$ cat src/rtl/drv_adc_pkg.sv
// Shared types and constants for the simultaneous-sampling SAR ADC driver:
// FSM state encoding, SCK divisor encoding/increment lookup and power-on timing defaults.
package drv_adc_pkg;

  typedef enum logic [2:0] {
    ST_IDLE,
    ST_CNV,
    ST_WAIT_CNV,
    ST_WAIT_CONV,
    ST_RECV,
    ST_HANG
  } state_t;

  typedef enum logic [1:0] {
    DIV_2  = 2'd0,
    DIV_4  = 2'd1,
    DIV_8  = 2'd2,
    DIV_16 = 2'd3
  } clkdiv_t;

  localparam int unsigned T_CNV_DEF  = 6;
  localparam int unsigned T_CONV_DEF = 90;
  localparam int unsigned T_HANG_DEF = 200;

  // Phase-accumulator step; SCK period is 16/step clk cycles.
  function automatic logic [3:0] sck_inc(input clkdiv_t div);
    case (div)
      DIV_2:   return 4'd8;
      DIV_4:   return 4'd4;
      DIV_8:   return 4'd2;
      default: return 4'd1;
    endcase
  endfunction

endpackage

$ cat src/rtl/adc_sck_gen.sv
// SCK generator: 4-bit phase accumulator, SCK = acc[3], and a capture strobe on the
// last clk before each SCK falling edge. Held at zero phase while disabled.
module adc_sck_gen
  import drv_adc_pkg::*;
(
  input  logic    clk,
  input  logic    rst_n,
  input  logic    en,
  input  clkdiv_t clkdiv,
  output logic    sck,
  output logic    cap_stb
);

  logic [3:0] acc;
  logic [3:0] inc;
  logic [3:0] cap_val;

  assign inc     = sck_inc(clkdiv);
  // 16 - inc in 4-bit arithmetic: the phase just before the accumulator wraps.
  assign cap_val = 4'd0 - inc;

  always_ff @(posedge clk or negedge rst_n) begin
    if (!rst_n)   acc <= '0;
    else if (!en) acc <= '0;
    else          acc <= acc + inc;
  end

  assign sck     = en & acc[3];
  assign cap_stb = en & (acc == cap_val);

endmodule

$ cat src/rtl/drv_adc_simul_sar.sv
// Driver for simultaneous-sampling serial SAR ADCs (LTC2320 family), one SDO lane per channel.
// Define DRV_ADC_SIMUL_SAR_AVG_EN to add N-frame averaging (N = 2**avg_log2).
module drv_adc_simul_sar
  import drv_adc_pkg::*;
#(
  parameter int NUM_CH    = 8,
  parameter int RAW_BITS  = 16,
  parameter int DATA_BITS = 14,
  parameter int DLY_W     = 8
) (
  input  logic                          clk,
  input  logic                          rst_n,
  input  logic                          trigger,
  input  logic                          cont_en,
  input  logic [1:0]                    clkdiv,
  input  logic [DLY_W-1:0]              t_cnv,
  input  logic [DLY_W-1:0]              t_conv,
  input  logic [DLY_W-1:0]              t_hang,
`ifdef DRV_ADC_SIMUL_SAR_AVG_EN
  input  logic [1:0]                    avg_log2,
`endif
  output logic                          CNV_n,
  output logic                          SCK,
  input  logic [NUM_CH-1:0]             SDO,
  output logic [NUM_CH*DATA_BITS-1:0]   data,
  output logic                          data_valid,
  output logic                          sample_stb,
  output logic                          adc_done,
  output logic                          busy,
  output logic [31:0]                   conv_count
);

  localparam int BCNT_W = $clog2(RAW_BITS + 1);

  state_t              state, state_nxt;
  clkdiv_t             div_s;
  logic [DLY_W-1:0]    t_cnv_s, t_conv_s, t_hang_s, t_sel, dly;
  logic [DLY_W:0]      elapsed;
  logic [BCNT_W-1:0]   bit_cnt;
  logic [RAW_BITS-1:0] shreg     [NUM_CH];
  logic [RAW_BITS-1:0] shreg_nxt [NUM_CH];
  logic [DATA_BITS-1:0] result   [NUM_CH];
  logic sck_en, cap_stb, timer_hit, frame_end, relatch;
  logic burst_first, burst_last, burst_pending;

`ifdef DRV_ADC_SIMUL_SAR_AVG_EN
  localparam int ACC_W = DATA_BITS + 3;
  logic [1:0]              avg_s;
  logic [2:0]              avg_cnt;
  logic signed [ACC_W-1:0] sum     [NUM_CH];
  logic signed [ACC_W-1:0] sum_nxt [NUM_CH];

  function automatic logic signed [ACC_W-1:0] sext(input logic [DATA_BITS-1:0] s);
    return {{3{s[DATA_BITS-1]}}, s};
  endfunction

  function automatic logic [DATA_BITS-1:0] avg_scale(input logic signed [ACC_W-1:0] s,
                                                     input logic [1:0] sh);
    logic signed [ACC_W-1:0] q;
    q = s >>> sh;
    return q[DATA_BITS-1:0];
  endfunction

  assign burst_first   = (avg_cnt == 3'd0);
  assign burst_last    = (avg_cnt == ~(3'b111 << avg_s));
  assign burst_pending = (avg_cnt != 3'd0);
`else
  assign burst_first   = 1'b1;
  assign burst_last    = 1'b1;
  assign burst_pending = 1'b0;
`endif

  assign sck_en = (state == ST_RECV);
  assign busy   = (state != ST_IDLE);

  adc_sck_gen u_sck_gen (
    .clk     (clk),
    .rst_n   (rst_n),
    .en      (sck_en),
    .clkdiv  (div_s),
    .sck     (SCK),
    .cap_stb (cap_stb)
  );

  // Every timed state lasts max(t,1) cycles: elapsed counts cycles spent so far.
  always_comb begin
    t_sel = t_hang_s;
    if (state == ST_WAIT_CNV)       t_sel = t_cnv_s;
    else if (state == ST_WAIT_CONV) t_sel = t_conv_s;
  end

  assign elapsed   = {1'b0, dly} + {{DLY_W{1'b0}}, 1'b1};
  assign timer_hit = (elapsed >= {1'b0, t_sel});
  assign frame_end = sck_en && cap_stb && (bit_cnt == BCNT_W'(RAW_BITS - 1));
  assign relatch   = ((state == ST_IDLE) && (trigger || cont_en)) ||
                     ((state == ST_HANG) && timer_hit && cont_en && !burst_pending);

  always_comb begin
    for (int ch = 0; ch < NUM_CH; ch++) begin
      shreg_nxt[ch] = {shreg[ch][RAW_BITS-2:0], SDO[ch]};
`ifdef DRV_ADC_SIMUL_SAR_AVG_EN
      sum_nxt[ch] = (burst_first ? '0 : sum[ch]) + sext(shreg_nxt[ch][RAW_BITS-1 -: DATA_BITS]);
      result[ch]  = avg_scale(sum_nxt[ch], avg_s);
`else
      result[ch]  = shreg_nxt[ch][RAW_BITS-1 -: DATA_BITS];
`endif
    end
  end

  always_ff @(posedge clk or negedge rst_n) begin
    if (!rst_n) state <= ST_IDLE;
    else        state <= state_nxt;
  end

  always_comb begin
    state_nxt = state;
    case (state)
      ST_IDLE:      if (trigger || cont_en) state_nxt = ST_CNV;
      ST_CNV:       state_nxt = ST_WAIT_CNV;
      ST_WAIT_CNV:  if (timer_hit) state_nxt = ST_WAIT_CONV;
      ST_WAIT_CONV: if (timer_hit) state_nxt = ST_RECV;
      ST_RECV:      if (frame_end) state_nxt = ST_HANG;
      ST_HANG:      if (timer_hit) state_nxt = (cont_en || burst_pending) ? ST_CNV : ST_IDLE;
      default:      state_nxt = ST_IDLE;
    endcase
  end

  always_ff @(posedge clk or negedge rst_n) begin
    if (!rst_n) begin
      div_s      <= DIV_2;
      t_cnv_s    <= DLY_W'(T_CNV_DEF);
      t_conv_s   <= DLY_W'(T_CONV_DEF);
      t_hang_s   <= DLY_W'(T_HANG_DEF);
      dly        <= '0;
      bit_cnt    <= '0;
      CNV_n      <= 1'b0;
      data       <= '0;
      data_valid <= 1'b0;
      sample_stb <= 1'b0;
      adc_done   <= 1'b1;
      conv_count <= '0;
      for (int ch = 0; ch < NUM_CH; ch++) shreg[ch] <= '0;
`ifdef DRV_ADC_SIMUL_SAR_AVG_EN
      avg_s   <= '0;
      avg_cnt <= '0;
      for (int ch = 0; ch < NUM_CH; ch++) sum[ch] <= '0;
`endif
    end else begin
      sample_stb <= 1'b0;
      if (relatch) begin
        div_s    <= clkdiv_t'(clkdiv);
        t_cnv_s  <= t_cnv;
        t_conv_s <= t_conv;
        t_hang_s <= t_hang;
`ifdef DRV_ADC_SIMUL_SAR_AVG_EN
        avg_s    <= avg_log2;
`endif
        adc_done <= 1'b0;
      end
      case (state)
        ST_CNV: begin
          CNV_n <= 1'b1;
          dly   <= '0;
        end
        ST_WAIT_CNV, ST_WAIT_CONV, ST_HANG: begin
          dly <= timer_hit ? '0 : elapsed[DLY_W-1:0];
          if (state == ST_WAIT_CNV && timer_hit) CNV_n <= 1'b0;
          if (state == ST_WAIT_CONV && timer_hit) begin
            bit_cnt <= '0;
            if (burst_first) data_valid <= 1'b0;
          end
        end
        ST_RECV: if (cap_stb) begin
          for (int ch = 0; ch < NUM_CH; ch++) shreg[ch] <= shreg_nxt[ch];
          bit_cnt <= bit_cnt + BCNT_W'(1);
          if (frame_end) begin
            dly <= '0;
`ifdef DRV_ADC_SIMUL_SAR_AVG_EN
            for (int ch = 0; ch < NUM_CH; ch++) sum[ch] <= sum_nxt[ch];
            avg_cnt <= burst_last ? 3'd0 : avg_cnt + 3'd1;
`endif
            // Results and status move only once the whole (averaged) sample is complete.
            if (burst_last) begin
              for (int ch = 0; ch < NUM_CH; ch++) data[ch*DATA_BITS +: DATA_BITS] <= result[ch];
              data_valid <= 1'b1;
              sample_stb <= 1'b1;
              adc_done   <= 1'b1;
              conv_count <= conv_count + 32'd1;
            end
          end
        end
        default: ;
      endcase
    end
  end

endmodule

$ cat config.mk
export PLATFORM = sky130hd
export DESIGN_NAME = drv_adc_simul_sar
export DESIGN_NICKNAME = d
export VERILOG_FILES = /design/src/rtl/drv_adc_pkg.sv /design/src/rtl/adc_sck_gen.sv /design/src/rtl/drv_adc_simul_sar.sv
export SDC_FILE = /design/constraint.sdc
export NUM_CORES = 1
export LEC_CHECK = 0
export CAP_MARGIN = 25
export CORE_MARGIN = 3
export CORE_UTILIZATION = 47
export CTS_CLUSTER_SIZE = 20
export DETAILED_ROUTE_END_ITERATION = 7
export PLACE_DENSITY = 0.76
export SLEW_MARGIN = 10
export SYNTH_ARGS = -nofsm -noshare
export SYNTH_HDL_FRONTEND = slang
export SYNTH_SLANG_ARGS = --single-unit
$ cat constraint.sdc
create_clock -name clk -period 10.2 [get_ports clk]
set_input_delay 2.55 -clock clk [delete_from_list [all_inputs] [get_ports clk]]
set_output_delay 2.55 -clock clk [all_outputs]
set_load 0.02 [all_outputs]
==> impl_metrics.toml <==
[status]
status = "finished, final reports clean"

[yosys]
synth_edf_count = 0
synth_top_area_cell = "dfrtp_1"
synthCells = 1347
synth_ff_type = "dfrtp_1"
syn_nets = 1401
yosysSeqAreaShare_pct = 61.79
synth_area_um2 = 12740
async_flop_share_pct = 100.0
synth_cell_type_count = 51
ys_top_cells_by_area = "dfrtp_1 (60%), nand2_1 (21%), mux2_2 (2.5%)"
yosys_warnings = 0
syn_avg_cell_area_um2 = 9.456
yosysTopAreaCellShare_pct = 59.72
synth_seq_cells = 314

[detailed_routing]
num_vias = 9379
routed_wl_um = 27900
ant_nets = 0
avgRoutedWirePerCell_um = 14.87
drt_iter0_drc = 707
first_pass_iters = 5
drt-vias-per-instance = 4.999
drc = 0

[clocking]
cts_setup_buffers = 0
cts_buffers = 31
clock_sinks = 314
clk_pin_slew_worst_paths_ns = 0.06
max-clock-path-buffers = 3
cts_tree = "built"
cts.repair.resized = 0
ctsHtreeMaxLevel = 1
cts-root-buf = "clkbuf_16"
insertion_delay_ns = 0.55
postCtsHoldBufs = 0

[die]
coreArea_um2 = 26350
start_util_pct = 48.33
die_area_um2 = 29110
fp-row-count = 59
die_x_um = 170.6
pin_count = 188
die_h_um = 170.6

[timing]
rsz0062_at_grt = "no"
layout_min_cycle_time_ns = 5.119
hold_viol_final = 0
finalSetupViolations = 0
max_freq_ghz = 0.1953
period_share_pct = 50.19
setup_tns_ns = 0
worstMarginPinSlew_ns = 0.9789
slew_headroom_pct = 34.74
slew_violations = 0
finClkSkew_ns = 0.006952

[grt]
grt_use_total_pct = 18.92
antenna_found_initial = 0
grt-ovfl-total = 0
grt_max_degree = 92
grt_pass1_vias = 9243
grt_pass1_wl_um = 46110

[cells_and_area]
nNetsFinal = 1571
area_growth_pct = 26.62
drive_gt1_share_pct = 7.852
finalNonFillerCells = 1876
final_core_util_pct = 61.20
final_cell_area_um2 = 16130
diodes = 0

[power]
power_density_nw_per_um2 = 191.9
peakVddDrop_v = 0.0001300
cellLeakagePower_nw = 8.330
power_w = 0.003094

[flow_run]
maxCapViolations = 0

[placed_design]
dpl.hpwl_um = 17890
numPortBuffers = 187
place_area_um2 = 14920
dpl.cell_count = 1818
gp_congestion = 0.7679

[worst_setup_path]
start_kind = "flop"
r2r_end = "t_conv_s[0]$_DFFE_PN0P_"
cp-end-kind = "output port"
required_ns = 7.65
ff2ff_setup_slack_ns = 6.42
r2r_cells = 10
path_class = "reg2out"
worstPathArrival_ns = 2.57
rr_startpoint = "state[2]$_DFFE_PN0P_"
critPathMaxFanout = 17

[min_path]
worstHoldPathCells = 2
min_from = "shreg[64]$_DFFE_PN0P_"
worstHoldPathType = "reg2reg"
hold_end = "result[56]$_DFFE_PN0P_"
[cells in the mapped netlist, drive strengths merged, types with 5 or more instances]
cell,number
nand2,724
dfrtp,304
clkbuf,47
mux2,29
xnor2,26
nor2,24
nand3,20
buf,15
ha,15
xor2,13
a21oi,11
inv,11
nand4,11
dfstp,10
nor3,10
mux2i,9
o21ai,7
and4,6
nor2b,6
and3,5
[metrics by stage]
step | setup slack (ns) | hold slack [ns]
floorplan | 6.103 | 0.4386
global placement | 5.262 | 0.4456
detailed placement | 5.481 | 0.4491
CTS | 5.054 | 0.4743
global route | 4.895 | 0.4897
finish | 5.081 | 0.4680
[critical path: stages, from the launching register on]
cell             delay [ns]
dfrtp_1                0.64
nor2_1                 0.44
nand3_1                0.24
inv_1                  0.10
clkdlybuf4s50_1        0.60
[kinds of logic after synthesis]
group                    synth area share (%)
AO/OA/AOI/OAI                           2.554
XOR/XNOR                                2.682
adder cells (fa/ha/maj)                 1.631
buffers and inverters                   2.426
flip-flops                              61.79
multiplexers                            3.271
AND/OR/NAND/NOR                         25.65
[routing by layer]
layer  track usage [%]  vias up  share of wire [%]
li1                  -     4588                  -
met1             25.88     4560                 45
met2             32.23      188                 49
met3             2.750       43                3.7
met4             4.444        0                2.3
met5                 0        -                  0
[area by class of cell]
class / instances / area, um^2
Clock buffer: 40 / 879.6
Clock inverter: 17 / 297.8
Fill cell: 2142 / 10230
Inverter: 12 / 47.55
Multi-Input combinational cell: 959 / 4579
Sequential cell: 314 / 7870
Tap cell: 335 / 419.2
Timing Repair Buffer: 199 / 2034
[report_power, final]
| part | switching (W) | internal (W) | total (W) |
|---|---|---|---|
| registers | 0.0000641 | 0.00133 | 0.00139 |
| logic | 0.000219 | 0.000197 | 0.000416 |
| clock network | 0.000480 | 0.000809 | 0.00129 |
[worst max path at each step]
stage / from / slack (ns) / to
final: state[0]$_DFFE_PN0P_ / 5.08 / SCK
after global routing: state[0]$_DFFE_PN0P_ / 4.90 / SCK
after CTS: state[0]$_DFFE_PN0P_ / 5.05 / SCK
after detailed placement: cont_en / 5.48 / t_cnv_s[6]$_DFFE_PN0P_
after global placement: cont_en / 5.26 / div_s[0]$_DFFE_PN0P_
after floorplan: cont_en / 6.10 / t_conv_s[0]$_DFFE_PN0P_
[cell usage in the layout, fill, tap and decap left out, drive strengths merged, types with 3 or more instances in the layout]
cell type	n
a21oi	11
a22o	4
and2	3
and3	5
and4	6
buf	13
bufinv	8
clkbuf	40
clkdlybuf4s50	186
clkinv	6
dfrtp	304
dfstp	10
ha	15
inv	13
mux2	29
mux2i	9
nand2	724
nand2b	4
nand3	20
nand4	11
nor2	24
nor2b	6
nor3	10
o21a	3
o21ai	7
or2	4
xnor2	26
xor2	13
[flip-flops by register name (all words and copies together), names as in the netlist]
signal         cells
conv_count        32
t_hang_s           8
result           112
CNV_n              1
state              3
t_conv_s           8
sample_stb         1
shreg              8
bit_cnt            5
t_cnv_s            8
dly                8
adc_done           1
u_sck_gen.acc      4
data             112
data_valid         1
div_s              2
Note: power is estimated with default switching activity, not from simulation.
